--- src/rtl/div_unit_pkg.sv ---
// Shared types and constants for the iterative divider.
// State codes, handshake levels and the double-width result bus.
package div_unit_pkg;

    typedef enum logic [1:0] {
        DIV_FREE   = 2'b00,
        DIV_BYZERO = 2'b01,
        DIV_ON     = 2'b10,
        DIV_END    = 2'b11
    } div_state_e;

    localparam logic DIV_START            = 1'b1;
    localparam logic DIV_STOP             = 1'b0;
    localparam logic DIV_RESULT_READY     = 1'b1;
    localparam logic DIV_RESULT_NOT_READY = 1'b0;

    typedef logic [63:0] double_reg_bus_t;

endpackage

--- src/rtl/div_unit_step.sv ---
// One restoring division step: trial subtract, keep or restore.
// The partial remainder is always below twice the divisor.
module div_step #(
    parameter int WIDTH = 32
) (
    input  logic [WIDTH:0]   rem_i,
    input  logic [WIDTH-1:0] div_i,
    output logic [WIDTH-1:0] rem_o,
    output logic             q_o
);

    logic             neg;
    logic [WIDTH-1:0] diff;

    // A non-negative difference is below the divisor, so WIDTH bits hold it.
    assign neg   = rem_i < {1'b0, div_i};
    assign diff  = rem_i[WIDTH-1:0] - div_i;
    assign rem_o = neg ? rem_i[WIDTH-1:0] : diff;
    assign q_o   = ~neg;

endmodule

--- src/rtl/div_unit.sv ---
// Iterative restoring divider for DIV/DIVU in the EX stage.
// Result {remainder, quotient} is held until EX drops start_i.
module div_unit
    import div_unit_pkg::*;
#(
    parameter int WIDTH = 32
) (
    input  logic               clk,
    input  logic               rst,
    input  logic               start_i,
    input  logic               signed_i,
    input  logic [WIDTH-1:0]   opdata1_i,
    input  logic [WIDTH-1:0]   opdata2_i,
    input  logic               annul_i,
    output logic [2*WIDTH-1:0] result_o,
    output logic               ready_o,
    output logic               busy_o
);

    localparam int CW = $clog2(WIDTH);

    div_state_e         state_q, state_d;
    logic [CW-1:0]      cnt_q, cnt_d;
    logic [2*WIDTH-1:0] work_q, work_d;
    logic [WIDTH-1:0]   div_q, div_d;
    logic               sign1_q, sign1_d;
    logic               sign2_q, sign2_d;
    logic               signed_q, signed_d;
    logic [2*WIDTH-1:0] result_q, result_d;
    logic               ready_q, ready_d;

    logic [WIDTH-1:0]   op1_abs;
    logic [WIDTH-1:0]   op2_abs;
    logic [WIDTH-1:0]   step_rem;
    logic               step_q;
    logic [WIDTH-1:0]   quot_raw;
    logic [WIDTH-1:0]   rem_raw;
    logic [WIDTH-1:0]   quot_fix;
    logic [WIDTH-1:0]   rem_fix;

    assign op1_abs = (signed_i && opdata1_i[WIDTH-1]) ?
                     (~opdata1_i + 1'b1) : opdata1_i;
    assign op2_abs = (signed_i && opdata2_i[WIDTH-1]) ?
                     (~opdata2_i + 1'b1) : opdata2_i;

    // work_q = {partial remainder, unconsumed dividend / quotient bits}
    div_step #(
        .WIDTH (WIDTH)
    ) u_step (
        .rem_i (work_q[2*WIDTH-1:WIDTH-1]),
        .div_i (div_q),
        .rem_o (step_rem),
        .q_o   (step_q)
    );

    assign quot_raw = work_q[WIDTH-1:0];
    assign rem_raw  = work_q[2*WIDTH-1:WIDTH];
    assign quot_fix = (signed_q && (sign1_q ^ sign2_q)) ?
                      (~quot_raw + 1'b1) : quot_raw;
    assign rem_fix  = (signed_q && sign1_q) ?
                      (~rem_raw + 1'b1) : rem_raw;

    always_comb begin
        state_d  = state_q;
        cnt_d    = cnt_q;
        work_d   = work_q;
        div_d    = div_q;
        sign1_d  = sign1_q;
        sign2_d  = sign2_q;
        signed_d = signed_q;
        result_d = result_q;
        ready_d  = ready_q;
        unique case (state_q)
            DIV_FREE: begin
                if (start_i == DIV_START && !annul_i) begin
                    sign1_d  = opdata1_i[WIDTH-1];
                    sign2_d  = opdata2_i[WIDTH-1];
                    signed_d = signed_i;
                    cnt_d    = '0;
                    if (opdata2_i == '0) begin
                        state_d = DIV_BYZERO;
                        work_d  = '0;
                    end else begin
                        state_d = DIV_ON;
                        work_d  = {{WIDTH{1'b0}}, op1_abs};
                        div_d   = op2_abs;
                    end
                end
            end
            DIV_BYZERO: begin
                work_d = '0;
                if (annul_i) begin
                    state_d = DIV_FREE;
                end else begin
                    state_d = DIV_END;
                end
            end
            DIV_ON: begin
                if (annul_i) begin
                    state_d = DIV_FREE;
                end else begin
                    work_d = {step_rem, work_q[WIDTH-2:0], step_q};
                    cnt_d  = cnt_q + 1'b1;
                    if (cnt_q == CW'(WIDTH - 1)) begin
                        state_d = DIV_END;
                    end
                end
            end
            DIV_END: begin
                // First END cycle applies the sign fixup; later ones hold.
                if (ready_q == DIV_RESULT_NOT_READY) begin
                    result_d = {rem_fix, quot_fix};
                    ready_d  = DIV_RESULT_READY;
                end else if (start_i == DIV_STOP) begin
                    state_d  = DIV_FREE;
                    result_d = '0;
                    ready_d  = DIV_RESULT_NOT_READY;
                end
            end
            default: begin
                state_d = DIV_FREE;
            end
        endcase
    end

    always_ff @(posedge clk or posedge rst) begin
        if (rst) begin
            state_q  <= DIV_FREE;
            cnt_q    <= '0;
            work_q   <= '0;
            div_q    <= '0;
            sign1_q  <= 1'b0;
            sign2_q  <= 1'b0;
            signed_q <= 1'b0;
            result_q <= '0;
            ready_q  <= 1'b0;
        end else begin
            state_q  <= state_d;
            cnt_q    <= cnt_d;
            work_q   <= work_d;
            div_q    <= div_d;
            sign1_q  <= sign1_d;
            sign2_q  <= sign2_d;
            signed_q <= signed_d;
            result_q <= result_d;
            ready_q  <= ready_d;
        end
    end

    assign result_o = result_q;
    assign ready_o  = ready_q;
    assign busy_o   = start_i & ~ready_q;

endmodule

--- config.mk ---
export PLATFORM = sky130hd
export DESIGN_NAME = div_unit
export DESIGN_NICKNAME = d
export VERILOG_FILES = /design/src/rtl/div_unit_pkg.sv /design/src/rtl/div_unit_step.sv /design/src/rtl/div_unit.sv
export SDC_FILE = /design/constraint.sdc
export NUM_CORES = 1
export LEC_CHECK = 0
export ABC_AREA = 1
export BUFFER_PORTS_ARGS = -buffer_cell sky130_fd_sc_hd__clkbuf_2
export CORE_AREA = 2 2 176 161
export CTS_CLUSTER_DIAMETER = 60
export CTS_CLUSTER_SIZE = 8
export DETAILED_ROUTE_END_ITERATION = 8
export DIE_AREA = 0 0 178 163
export PLACE_DENSITY = 0.77
export SLEW_MARGIN = 5
export SYNTH_ARGS = -nofsm -noshare
export SYNTH_HDL_FRONTEND = slang
export SYNTH_SLANG_ARGS = --single-unit
--- constraint.sdc ---
create_clock -name clk -period 6.88 [get_ports clk]
set_clock_uncertainty 0.15 [all_clocks]
set_input_delay 0 -clock clk [delete_from_list [all_inputs] [get_ports clk]]
set_output_delay 0 -clock clk [all_outputs]
set_load 0.01 [all_outputs]
==> flow_summary.rst, run 1 <==
.. list-table::
   :header-rows: 1

   * - Metric
     - Value
   * - Outcome
     - completed
   * - Total of cells resized after clock tree synthesis
     - 0
   * - Worst min-delay path class
     - input port to asynchronous set/reset pin
   * - Insertion delay of the later-clocked pin in the worst-skew pair
     - 0.44 ns
   * - Post-route fraction of the period consumed by the critical path
     - 53.19%
   * - Die Outline Area
     - 0.02901 sq mm
   * - Detailed-router iteration count before antenna repair
     - 6
   * - Routed wire length per instance
     - 16.28 um
   * - Remaining Overflow, GRT
     - 0
   * - Number of instances in the synthesized netlist
     - 2082
   * - Cell Area, Synth
     - 0.01341 sq mm
   * - Pins Over Slew Limit
     - 0
   * - Number of max-cap violations
     - 0
   * - Areal power density over the cells
     - 324.4 mW/mm^2
   * - Flop and latch count out of synthesis
     - 171
   * - Growth of design area from synthesis to finish
     - 16.67%
   * - Highest achievable clock rate
     - 273.2 MHz
   * - Initial standard-cell utilization of the core
     - 49.00%
   * - Maximum buffer depth of the clock tree
     - 2
   * - Die boundary height
     - 163 um
   * - TritonCTS Buffers
     - 17
   * - # nets final
     - 2375
   * - Biggest fanout along the worst timing path
     - 56
   * - Yosys warnings
     - 0
   * - Average cell area after synthesis
     - 6.439 sq um
   * - Antenna violations before repair
     - 0
   * - Final wirelength
     - 42.94 mm
   * - Final HPWL from detailed placement
     - 32.49 mm
   * - Violation count after the first detailed-routing iteration
     - 1351
   * - Overall power after layout
     - 5.074 mW
   * - Most used flip-flop cell after synthesis
     - sky130_fd_sc_hd__dfrtp_1
   * - Share of layout cells above drive strength 1
     - 10.32%
   * - Clock Sink Count
     - 171
   * - Total via count after detailed routing
     - 14184
   * - Number of filler instances in the final layout
     - 2616
   * - Die extent in x
     - 178 um
   * - Via count of the first global-routing pass
     - 12909
   * - Placeable core area
     - 0.02736 sq mm
   * - Slew HR
     - 25.64%
   * - Residual antenna-violating net count after detailed routing
     - 0
   * - Setup repair after global routing missed its margin
     - no
   * - Number of buffers inserted by post-CTS setup repair
     - 0
   * - Place WS
     - 3.640 ns
   * - Cell type with the largest total area after synthesis
     - sky130_fd_sc_hd__dfrtp_1
   * - Area of all sequential standard cells
     - 0.004279 sq mm
   * - Endpoint of the most critical register-to-register path
     - work_q[28]
   * - Transition time at the pin with the least slew margin
     - 1.114 ns
   * - Post-Route Setup TNS
     - 0 ns
   * - Data arrival time of the worst path
     - 3.88 ns
   * - CTS tree
     - built
   * - Pin count of the biggest net entering global routing
     - 94
   * - Total nets after synthesis
     - 2193
   * - Data required time of the worst path
     - 7.10 ns
   * - Number of port buffers
     - 134
   * - Area of combinational cells with multiple inputs
     - 0.007659 sq mm
   * - EDFF count, synth
     - 0
   * - Peak ir drop on the vdd network
     - 221.4 uV
   * - Worst Reg2Reg Path Length in Cells
     - 12
   * - Min setup slack post-route
     - 3.220 ns
   * - Worst R2R Setup Slack
     - 3.22 ns
   * - Via density per instance
     - 5.377
   * - Overall track demand over capacity in global routing
     - 29.79%
   * - Root buffer cell
     - sky130_fd_sc_hd__clkbuf_16
   * - Number of distinct library cell variants in the gate-level netlist after synthesis
     - 47
   * - Final weighted congestion of routability-driven global placement
     - 0.9713
   * - Startpoint class of the critical path
     - flop
   * - Category of the critical setup timing path
     - flop to flop
   * - Worst reg2reg path startpoint
     - state_q[0]
   * - Number of H-tree branching levels
     - 4
   * - Synth async-reset ratio
     - 100.0%
   * - Wire length of the first global-routing pass
     - 67.62 mm
   * - Final hold violations
     - 0
   * - Top cells by area in the synthesized netlist
     - sky130_fd_sc_hd__dfrtp_1 (32%), sky130_fd_sc_hd__nand2_1 (18%), sky130_fd_sc_hd__inv_1 (8.1%)
   * - Top-area cell type share of the netlist area
     - 31.92%
   * - Leakage power
     - 8.495 nW
   * - Remaining routing DRC violations
     - 0
   * - Portion of the post-synthesis area used by sequential elements
     - 31.92%
   * - Clock edge transition at the registers on the reported setup and hold paths
     - 0.08 ns
   * - Number of standard-cell rows in the floorplan
     - 58
   * - Post-layout minimum cycle time
     - 3.660 ns
   * - Element type at the critical path end
     - flop
   * - Final setup violation count
     - 0
   * - # IOs
     - 135
[sequential cells by signal, summed over array words and instances, names as in the netlist]
register / count
cnt_q: 5
signed_q: 1
div_q: 32
sign1_q: 1
work_q: 64
result_o: 64
ready_o: 1
sign2_q: 1
state_q: 2
[Yosys cell counts, types with 2 or more instances]
cell                        number
sky130_fd_sc_hd__o211ai_1        2
sky130_fd_sc_hd__inv_2          13
sky130_fd_sc_hd__or2_1           2
sky130_fd_sc_hd__buf_2          24
sky130_fd_sc_hd__buf_4           6
sky130_fd_sc_hd__nor2_4          7
sky130_fd_sc_hd__nand3_1       207
sky130_fd_sc_hd__or2_2           6
sky130_fd_sc_hd__dfrtp_1       171
sky130_fd_sc_hd__buf_6           8
sky130_fd_sc_hd__o21bai_1        3
sky130_fd_sc_hd__and2_1          4
sky130_fd_sc_hd__a21oi_1        57
sky130_fd_sc_hd__clkbuf_1       18
sky130_fd_sc_hd__xor2_1         46
sky130_fd_sc_hd__nand2_1       654
sky130_fd_sc_hd__o21ai_1        22
sky130_fd_sc_hd__nand3b_1        7
sky130_fd_sc_hd__a31oi_1         3
sky130_fd_sc_hd__nand2_4         2
sky130_fd_sc_hd__and3_1          2
sky130_fd_sc_hd__o2111ai_1       3
sky130_fd_sc_hd__nor2_1        201
sky130_fd_sc_hd__o21a_1          2
sky130_fd_sc_hd__o21ai_0       123
sky130_fd_sc_hd__buf_1           3
sky130_fd_sc_hd__a32o_1          7
sky130_fd_sc_hd__xnor2_1        22
sky130_fd_sc_hd__nor3_1         17
sky130_fd_sc_hd__nand2_2         8
sky130_fd_sc_hd__nand3_2         6
sky130_fd_sc_hd__inv_1         291
sky130_fd_sc_hd__nor2_2         13
sky130_fd_sc_hd__nand4_1        31
sky130_fd_sc_hd__o21ai_2         2
sky130_fd_sc_hd__ha_1           41
sky130_fd_sc_hd__nor3b_1         2
sky130_fd_sc_hd__o31ai_1         6
sky130_fd_sc_hd__a22oi_1        30
sky130_fd_sc_hd__nor3_2          3
[layer usage]
layer	part of all wire [%]	track usage (%)
met1	48	45.01
met2	42	43.59
met3	9.5	6.513
met4	1.4	5.700
met5	0	0
[kinds of logic (layout without fill, tap and decap cells)]
| family | after synthesis | in the layout | share of synthesized area, % |
|---|---|---|---|
| fa+ha+maj | 42 | 42 | 3.976 |
| simple gates | 1173 | 1173 | 37.41 |
| buf+inv | 364 | 559 | 11.03 |
| compound gates | 264 | 264 | 11.23 |
| xor+xnor | 68 | 68 | 4.442 |
| flops | 171 | 171 | 31.92 |
| other cells | 0 | 1 | 0 |
[through the flow]
step | utilization (%) | cells | area [sq um] | hold slack (ns)
floorplan | - | 2082 | 13410 | -0.03013
global placement | 52.04 | 2521 | 14240 | 0.07727
detailed placement | 52.04 | 2521 | 14240 | 0.05875
CTS | 57.16 | 2637 | 15640 | 0.1765
global route | 57.16 | 2637 | 15640 | 0.1916
finish | 57.17 | 2638 | 15640 | 0.1002
[critical path, cell delays in order (launching register included)]
cell,delay [ns]
sky130_fd_sc_hd__dfrtp_1,0.38
sky130_fd_sc_hd__inv_1,0.08
sky130_fd_sc_hd__ha_1,0.24
sky130_fd_sc_hd__inv_1,0.10
sky130_fd_sc_hd__nor2_1,0.09
sky130_fd_sc_hd__nor2_2,0.14
sky130_fd_sc_hd__inv_2,0.06
sky130_fd_sc_hd__nor2_4,0.39
sky130_fd_sc_hd__inv_2,0.54
sky130_fd_sc_hd__nor2_4,0.62
sky130_fd_sc_hd__nand3_1,0.14
sky130_fd_sc_hd__dlygate4sd3_1,0.60
sky130_fd_sc_hd__nand2_1,0.06
[where the power goes]
group	switching, mW	internal [mW]
combinational	1.76	0.799
sequential	0.265	1.30
clock	0.471	0.479
total	2.49	2.58
[how the worst max path moves through the flow]
stage | depth (start not counted) | slack [ns] | endpoint | from
floorplan | 1 | 2.10 | cnt_q[0] | rst
global placement | 11 | 3.67 | work_q[61] | work_q[50]
detailed placement | 11 | 3.64 | work_q[61] | work_q[50]
CTS | 12 | 3.27 | work_q[28] | state_q[0]
global route | 12 | 2.92 | work_q[28] | state_q[0]
finish | 12 | 3.22 | work_q[28] | state_q[0]
[cell type report]
| class | count | area share (%) |
|---|---|---|
| flip-flops and latches | 171 | 27.36 |
| multi-input cells | 1547 | 48.96 |
| diodes | 1 | 0.01600 |
| well taps | 360 | 2.880 |
| clock buffers | 18 | 2.744 |
| repair buffers | 222 | 9.855 |
| clock inverters | 14 | 0.8319 |
| inverters | 305 | 7.351 |
[cells in the final DEF, fill, tap and decap left out, drive strengths merged, types with 7 or more instances in the layout]
cell type    count
a21oi           59
a22oi           30
a32o             7
clkbuf         152
dfrtp          171
dlygate4sd3     84
ha              41
inv            312
nand2          664
nand3          213
nand3b           7
nand4           32
nor2           221
nor3            20
o21ai          147
or2              8
xnor2           22
xor2            46
[timing repair]
action / in CTS / in global routing
endpoints found under the setup margin: 0 / 0
hold endpoints to repair: 167 / 0
hold buffers: 84 / 0
Power figures use the tool's default switching activity.
==> inputs of run 2 (changes only) <==
Settings changed: PLACE_DENSITY 0.77 to 0.79.
Clock period 6.88 ns to 3.28 ns, I/O delays scaled along.
==> flow_summary.rst, run 2 (synthesized netlist as in run 1, its figures left out) <==
.. list-table::
   :header-rows: 1

   * - Metric
     - Value
   * - Overall track demand over capacity in global routing
     - 30.15% (was 29.79%)
   * - Number of standard-cell rows in the floorplan
     - 58 (unchanged)
   * - Residual antenna-violating net count after detailed routing
     - 0 (unchanged)
   * - Remaining Overflow, GRT
     - 0 (unchanged)
   * - Final wirelength
     - 43.09 mm (was 42.94 mm)
   * - Outcome
     - completed (unchanged)
   * - Root buffer cell
     - sky130_fd_sc_hd__clkbuf_16 (unchanged)
   * - Final setup violation count
     - 0 (unchanged)
   * - Initial standard-cell utilization of the core
     - 49.00% (unchanged)
   * - Startpoint class of the critical path
     - flop (unchanged)
   * - Total via count after detailed routing
     - 14490 (was 14184)
   * - Placeable core area
     - 0.02736 sq mm (unchanged)
   * - Number of port buffers
     - 134 (unchanged)
   * - Die Outline Area
     - 0.02901 sq mm (unchanged)
   * - Source of the critical timing path
     - state_q[0] (unchanged)
   * - Peak ir drop on the vdd network
     - 410.3 uV (was 221.4 uV)
   * - Wire length of the first global-routing pass
     - 69.02 mm (was 67.62 mm)
   * - Detailed-router iteration count before antenna repair
     - 6 (unchanged)
   * - Leakage power
     - 8.556 nW (was 8.495 nW)
   * - Post-route non-filler standard cell count
     - 2652 (was 2638)
   * - Final HPWL from detailed placement
     - 32.76 mm (was 32.49 mm)
   * - Cells along the critical path
     - inv_1 -> ha_1 -> inv_1 -> nor2_1 -> nor2_2 -> inv_2 -> nor2_4 -> inv_2 -> buf_4 -> a22oi_1 -> o21ai_1 -> dlygate4sd3_1 (was inv_1 -> ha_1 -> inv_1 -> nor2_1 -> nor2_2 -> inv_2 -> nor2_4 -> inv_2 -> nor2_4 -> nand3_1 -> dlygate4sd3_1 -> nand2_1)
   * - Buf+Inv Stages, Crit Path
     - 6 (was 5)
   * - Transition time at the pin with the least slew margin
     - 0.9249 ns (was 1.114 ns)
   * - Place WS
     - 0.6054 ns (was 3.640 ns)
   * - Via density per instance
     - 5.464 (was 5.377)
   * - Utilization after layout
     - 57.82% (was 57.17%)
   * - Final hold violations
     - 0 (unchanged)
   * - Leading cell type in the layout, fill and taps excluded
     - sky130_fd_sc_hd__nand2_1 (unchanged)
   * - Routed wire length per instance
     - 16.25 um (was 16.28 um)
   * - Final Instance Area
     - 0.01582 sq mm (was 0.01564 sq mm)
   * - Number of buffers inserted by post-CTS setup repair
     - 0 (unchanged)
   * - Category of the critical setup timing path
     - flop to flop (unchanged)
   * - Min setup slack post-route
     - 0.1565 ns (was 3.220 ns)
   * - Worst min-delay path class
     - input port to asynchronous set/reset pin (unchanged)
   * - Violation count after the first detailed-routing iteration
     - 1633 (was 1351)
   * - Remaining routing DRC violations
     - 0 (unchanged)
   * - Clock edge transition at the registers on the reported setup and hold paths
     - 0.07 ns (was 0.08 ns)
   * - Gate family responsible for the most delay along the worst path
     - buffers and inverters (was simple AND/OR/NAND/NOR gates)
   * - Post-route fraction of the period consumed by the critical path
     - 95.23% (was 53.19%)
   * - CTS tree
     - built (unchanged)
   * - Pins Over Slew Limit
     - 0 (unchanged)
   * - Areal power density over the cells
     - 678.4 mW/mm^2 (was 324.4 mW/mm^2)
   * - Number of H-tree branching levels
     - 4 (unchanged)
   * - Maximum buffer depth of the clock tree
     - 2 (unchanged)
   * - Antenna violations before repair
     - 0 (unchanged)
   * - Post-Route Setup TNS
     - 0 ns (unchanged)
   * - Clock Sink Count
     - 171 (unchanged)
   * - Growth of design area from synthesis to finish
     - 17.99% (was 16.67%)
   * - Number of max-cap violations
     - 0 (unchanged)
   * - Insertion delay of the later-clocked pin in the worst-skew pair
     - 0.45 ns (was 0.44 ns)
   * - Slew HR
     - 38.34% (was 25.64%)
   * - Pin count of the biggest net entering global routing
     - 172 (was 94)
   * - Share of layout cells above drive strength 1
     - 10.69% (was 10.32%)
   * - DP Area
     - 0.01434 sq mm (was 0.01424 sq mm)
   * - Largest stage delay on the critical path
     - 0.56 ns (was 0.62 ns)
   * - # IOs
     - 135 (unchanged)
   * - Critical path's slowest cell
     - sky130_fd_sc_hd__dlygate4sd3_1 (was sky130_fd_sc_hd__nor2_4)
   * - # nets final
     - 2391 (was 2375)
   * - Via count of the first global-routing pass
     - 13211 (was 12909)
   * - Die extent in x
     - 178 um (unchanged)
   * - Worst reg2reg path startpoint
     - state_q[0] (unchanged)
   * - Highest-count cells in the layout ignoring fill and taps
     - sky130_fd_sc_hd__nand2_1 (654), sky130_fd_sc_hd__inv_1 (289), sky130_fd_sc_hd__nand3_1 (207) (was sky130_fd_sc_hd__nand2_1 (654), sky130_fd_sc_hd__inv_1 (290), sky130_fd_sc_hd__nand3_1 (207))
   * - Antenna Diode Count
     - 0 (was 1)
   * - Final weighted congestion of routability-driven global placement
     - 1.096 (was 0.9713)
   * - Die boundary height
     - 163 um (unchanged)
   * - Element type at the critical path end
     - flop (unchanged)
   * - Cells after DPL
     - 2529 (was 2521)
   * - Setup repair after global routing missed its margin
     - no (unchanged)
   * - Data required time of the worst path
     - 3.45 ns (was 7.10 ns)
   * - Post-layout minimum cycle time
     - 3.124 ns (was 3.660 ns)
   * - Data arrival time of the worst path
     - 3.30 ns (was 3.88 ns)
   * - Highest achievable clock rate
     - 320.2 MHz (was 273.2 MHz)
   * - Biggest fanout along the worst timing path
     - 55 (was 56)
   * - TritonCTS Buffers
     - 17 (unchanged)
[run 2: final cells by class]
class / instances / area, sq um
repair buffers: 237 / 1709
fillers: 2608 / 11540
flip-flops and latches: 171 / 4279
clock inverters: 13 / 131.4
repair inverters: 1 / 5.005
multi-input cells: 1547 / 7662
inverters: 305 / 1152
well taps: 360 / 450.4
clock buffers: 18 / 429.2
[run 2: worst paths after layout]
kind | cells after the start | slack (ns) | endpoint
min in group clk | 4 | 0.22 | work_q[0]
hold / removal | 4 | 0.20 | result_o[13]
max in group asynchronous | 4 | 2.09 | div_q[7]
setup / recovery | 12 | 0.16 | work_q[29]
hold reg to reg | 2 | 0.33 | result_o[44]
setup reg to reg | 12 | 0.16 | work_q[29]
[run 2: stage by stage]
stage | hold slack (ns) | power (mW)
2_1_floorplan | -0.03013 | 7.001
3_3_place_gp | 0.1119 | 8.371
3_5_place_dp | 0.1201 | 8.502
4_1_cts | 0.2116 | 10.62
5_1_grt | 0.2594 | 11.54
6_report | 0.2025 | 10.73
[run 2: power by group]
part | internal, mW | switching (mW)
combinational | 1.75 | 3.72
sequential | 2.73 | 0.547
clock | 1.06 | 0.921
total | 5.54 | 5.19
[run 2: repair_timing]
| item | in CTS | in global routing |
|---|---|---|
| hold endpoints to repair | 245 | 0 |
| hold buffers | 91 | 0 |
| resized for setup | 0 | 2 |
| endpoints found under the setup margin | 0 | 1 |
[run 2: metal layers]
metal | global-route usage [%] | wire (um)
met5 | 0 | 0
met4 | 7.303 | 805
met3 | 4.248 | 4239
met2 | 44.70 | 18230
met1 | 45.99 | 19820
[run 2: worst register-to-register path, cell delays in order, from the launching register on]
cell,delay (ns)
sky130_fd_sc_hd__dfrtp_1,0.38
sky130_fd_sc_hd__inv_1,0.08
sky130_fd_sc_hd__ha_1,0.24
sky130_fd_sc_hd__inv_1,0.10
sky130_fd_sc_hd__nor2_1,0.08
sky130_fd_sc_hd__nor2_2,0.14
sky130_fd_sc_hd__inv_2,0.06
sky130_fd_sc_hd__nor2_4,0.39
sky130_fd_sc_hd__inv_2,0.11
sky130_fd_sc_hd__buf_4,0.35
sky130_fd_sc_hd__a22oi_1,0.28
sky130_fd_sc_hd__o21ai_1,0.09
sky130_fd_sc_hd__dlygate4sd3_1,0.56
==> inputs of run 3 (changes only) <==
==> constraint.sdc (replaced) <==
create_clock -name clk -period 3.28 [get_ports clk]
set_clock_uncertainty 0.15 [all_clocks]
set_input_delay 0.656 -clock clk [delete_from_list [all_inputs] [get_ports clk]]
set_output_delay 0.656 -clock clk [all_outputs]
set_load 0.01 [all_outputs]
==> flow_summary.rst, run 3 (synthesized netlist as in run 1, its figures left out) <==
.. list-table::
   :header-rows: 1

   * - Metric
     - Value
   * - Overall power after layout
     - 10.55 mW (was 10.73 mW)
   * - Post-layout minimum cycle time
     - 2.796 ns (was 3.124 ns)
   * - Pin count of the biggest net entering global routing
     - 50 (was 172)
   * - Insertion delay of the later-clocked pin in the worst-skew pair
     - 0.44 ns (was 0.45 ns)
   * - Growth of design area from synthesis to finish
     - 11.63% (was 17.99%)
   * - Worst R2R Setup Slack
     - 0.48 ns (was 0.16 ns)
   * - Placeable core area
     - 0.02736 sq mm (unchanged)
   * - Pins Over Slew Limit
     - 0 (unchanged)
   * - Antenna Diode Count
     - 0 (unchanged)
   * - Utilization after layout
     - 54.70% (was 57.82%)
   * - Number of standard-cell rows in the floorplan
     - 58 (unchanged)
   * - Place WS
     - 0.4936 ns (was 0.6054 ns)
   * - CTS tree
     - built (unchanged)
   * - Peak ir drop on the vdd network
     - 374.6 uV (was 410.3 uV)
   * - Data required time of the worst path
     - 3.44 ns (was 3.45 ns)
   * - Endpoint of the most critical register-to-register path
     - work_q[38] (was work_q[29])
   * - Initial standard-cell utilization of the core
     - 49.00% (unchanged)
   * - Transition time at the pin with the least slew margin
     - 0.8532 ns (was 0.9249 ns)
   * - Remaining Overflow, GRT
     - 0 (unchanged)
   * - Final Instance Area
     - 0.01497 sq mm (was 0.01582 sq mm)
   * - Number of port buffers
     - 134 (unchanged)
   * - Total via count after detailed routing
     - 14076 (was 14490)
   * - Wire length of the first global-routing pass
     - 64.74 mm (was 69.02 mm)
   * - Areal power density over the cells
     - 704.7 mW/mm^2 (was 678.4 mW/mm^2)
   * - Detailed-router iteration count before antenna repair
     - 6 (unchanged)
   * - Total of cells resized after clock tree synthesis
     - 0 (unchanged)
   * - Highest-count cells in the layout ignoring fill and taps
     - sky130_fd_sc_hd__nand2_1 (654), sky130_fd_sc_hd__inv_1 (290), sky130_fd_sc_hd__nand3_1 (207) (was sky130_fd_sc_hd__nand2_1 (654), sky130_fd_sc_hd__inv_1 (289), sky130_fd_sc_hd__nand3_1 (207))
   * - # IOs
     - 135 (unchanged)
   * - Worst min-delay path class
     - input port to asynchronous set/reset pin (unchanged)
   * - Via count of the first global-routing pass
     - 12715 (was 13211)
   * - Post-route fraction of the period consumed by the critical path
     - 85.24% (was 95.23%)
   * - Hold Slack
     - 0.2202 ns (was 0.2025 ns)
   * - Worst reg2reg path startpoint
     - work_q[43] (was state_q[0])
   * - Post-route non-filler standard cell count
     - 2571 (was 2652)
   * - Number of H-tree branching levels
     - 4 (unchanged)
   * - Overall track demand over capacity in global routing
     - 28.20% (was 30.15%)
   * - Leading cell type in the layout, fill and taps excluded
     - sky130_fd_sc_hd__nand2_1 (unchanged)
   * - Leakage power
     - 8.240 nW (was 8.556 nW)
   * - Clock edge transition at the registers on the reported setup and hold paths
     - 0.08 ns (was 0.07 ns)
   * - Data arrival time of the worst path
     - 2.96 ns (was 3.30 ns)
   * - Root buffer cell
     - sky130_fd_sc_hd__clkbuf_16 (unchanged)
   * - Element type at the critical path end
     - flop (unchanged)
   * - # nets final
     - 2309 (was 2391)
   * - Final setup violation count
     - 0 (unchanged)
   * - Worst Reg2Reg Path Length in Cells
     - 12 (unchanged)
   * - TritonCTS Buffers
     - 17 (unchanged)
   * - Number of max-cap violations
     - 0 (unchanged)
   * - Startpoint class of the critical path
     - flop (unchanged)
   * - Remaining routing DRC violations
     - 0 (unchanged)
   * - Final weighted congestion of routability-driven global placement
     - 1.050 (was 1.096)
   * - Die Outline Area
     - 0.02901 sq mm (unchanged)
   * - Category of the critical setup timing path
     - flop to flop (unchanged)
   * - Min setup slack post-route
     - 0.4842 ns (was 0.1565 ns)
   * - Via density per instance
     - 5.475 (was 5.464)
   * - Antenna violations before repair
     - 0 (unchanged)
   * - Number of buffers inserted by post-CTS setup repair
     - 0 (unchanged)
   * - Die extent in x
     - 178 um (unchanged)
   * - Final hold violations
     - 0 (unchanged)
   * - Biggest fanout along the worst timing path
     - 33 (was 55)
   * - Final wirelength
     - 40.55 mm (was 43.09 mm)
   * - Slew HR
     - 43.00% (was 38.34%)
   * - Residual antenna-violating net count after detailed routing
     - 0 (unchanged)
   * - Setup repair after global routing missed its margin
     - no (unchanged)
   * - Clock Sink Count
     - 171 (unchanged)
   * - Highest achievable clock rate
     - 357.7 MHz (was 320.2 MHz)
   * - Share of layout cells above drive strength 1
     - 11.40% (was 10.69%)
   * - DP Area
     - 0.01442 sq mm (was 0.01434 sq mm)
   * - Number of buffers inserted by hold repair at cts
     - 0 (was 91)
   * - Final HPWL from detailed placement
     - 32.06 mm (was 32.76 mm)
   * - Cells after DPL
     - 2539 (was 2529)
   * - Routed wire length per instance
     - 15.77 um (was 16.25 um)
   * - Outcome
     - completed (unchanged)
   * - Die boundary height
     - 163 um (unchanged)
   * - Violation count after the first detailed-routing iteration
     - 1378 (was 1633)
   * - Post-Route Setup TNS
     - 0 ns (unchanged)
   * - Maximum buffer depth of the clock tree
     - 2 (unchanged)
==> run 3: changes by cell type in the layout (fill, tap and decap cells not counted) <==
cell / previous run / this run
sky130_fd_sc_hd__inv_6: 6 / 3
sky130_fd_sc_hd__inv_1: 289 / 290
sky130_fd_sc_hd__dlygate4sd3_1: 91 / 0
sky130_fd_sc_hd__clkbuf_1: 1 / 2
sky130_fd_sc_hd__clkinv_2: 1 / 2
sky130_fd_sc_hd__o21ai_2: 3 / 2
sky130_fd_sc_hd__o21ai_1: 21 / 22
sky130_fd_sc_hd__buf_4: 9 / 18
sky130_fd_sc_hd__inv_8: 1 / 3
sky130_fd_sc_hd__bufinv_16: 1 / 0
sky130_fd_sc_hd__clkinvlp_2: 1 / 0
sky130_fd_sc_hd__buf_12: 3 / 4
==> run 3: routing by layer <==
| metal | vias to the layer above | share of wire (%) | track usage, % | wire (um) |
|---|---|---|---|---|
| li1 | 6870 | - | - | - |
| met1 | 6492 | 47 | 43.63 | 19200 |
| met2 | 649 | 40 | 40.13 | 16410 |
| met3 | 65 | 10 | 4.342 | 4138 |
| met4 | 0 | 2.0 | 8.159 | 804 |
| met5 | - | 0 | 0 | 0 |
==> run 3: cell type report <==
cell class | count | area (sq um)
multi-input cells | 1547 | 7659
clock inverters | 13 | 110.1
clock buffers | 19 | 432.9
inverters | 305 | 1149
well taps | 360 | 450.4
fillers | 2680 | 12390
flip-flops and latches | 171 | 4279
repair buffers | 156 | 885.9
==> run 3: where the power goes <==
part	switching, mW	internal [mW]	leakage [nW]
Clock	0.959	0.993	0.260
Combinational	3.67	1.66	5.71
Sequential	0.535	2.73	2.27
==> run 3: worst max path at each step <==
stage | from | endpoint | slack (ns) | cells past startpoint
final | work_q[43] | work_q[38] | 0.48 | 12
after global routing | work_q[50] | work_q[58] | 0.27 | 10
after CTS | work_q[43] | work_q[38] | 0.57 | 12
after detailed placement | opdata2_i[0] | div_q[15] | 0.49 | 10
after global placement | opdata2_i[31] | div_q[26] | 0.54 | 7
after floorplan | rst | cnt_q[0] | 0.29 | 1
==> run 3: worst max-delay path: stages, from the launching register on <==
cell                      delay, ns
sky130_fd_sc_hd__dfrtp_1       0.48
sky130_fd_sc_hd__ha_1          0.40
sky130_fd_sc_hd__nand2_1       0.14
sky130_fd_sc_hd__nor2_2        0.20
sky130_fd_sc_hd__nand2_1       0.10
sky130_fd_sc_hd__inv_1         0.07
sky130_fd_sc_hd__nand2_2       0.06
sky130_fd_sc_hd__nand2_2       0.09
sky130_fd_sc_hd__nand2_4       0.24
sky130_fd_sc_hd__nand2_4       0.40
sky130_fd_sc_hd__nand2_1       0.14
sky130_fd_sc_hd__nand3_1       0.10
sky130_fd_sc_hd__o21ai_1       0.07
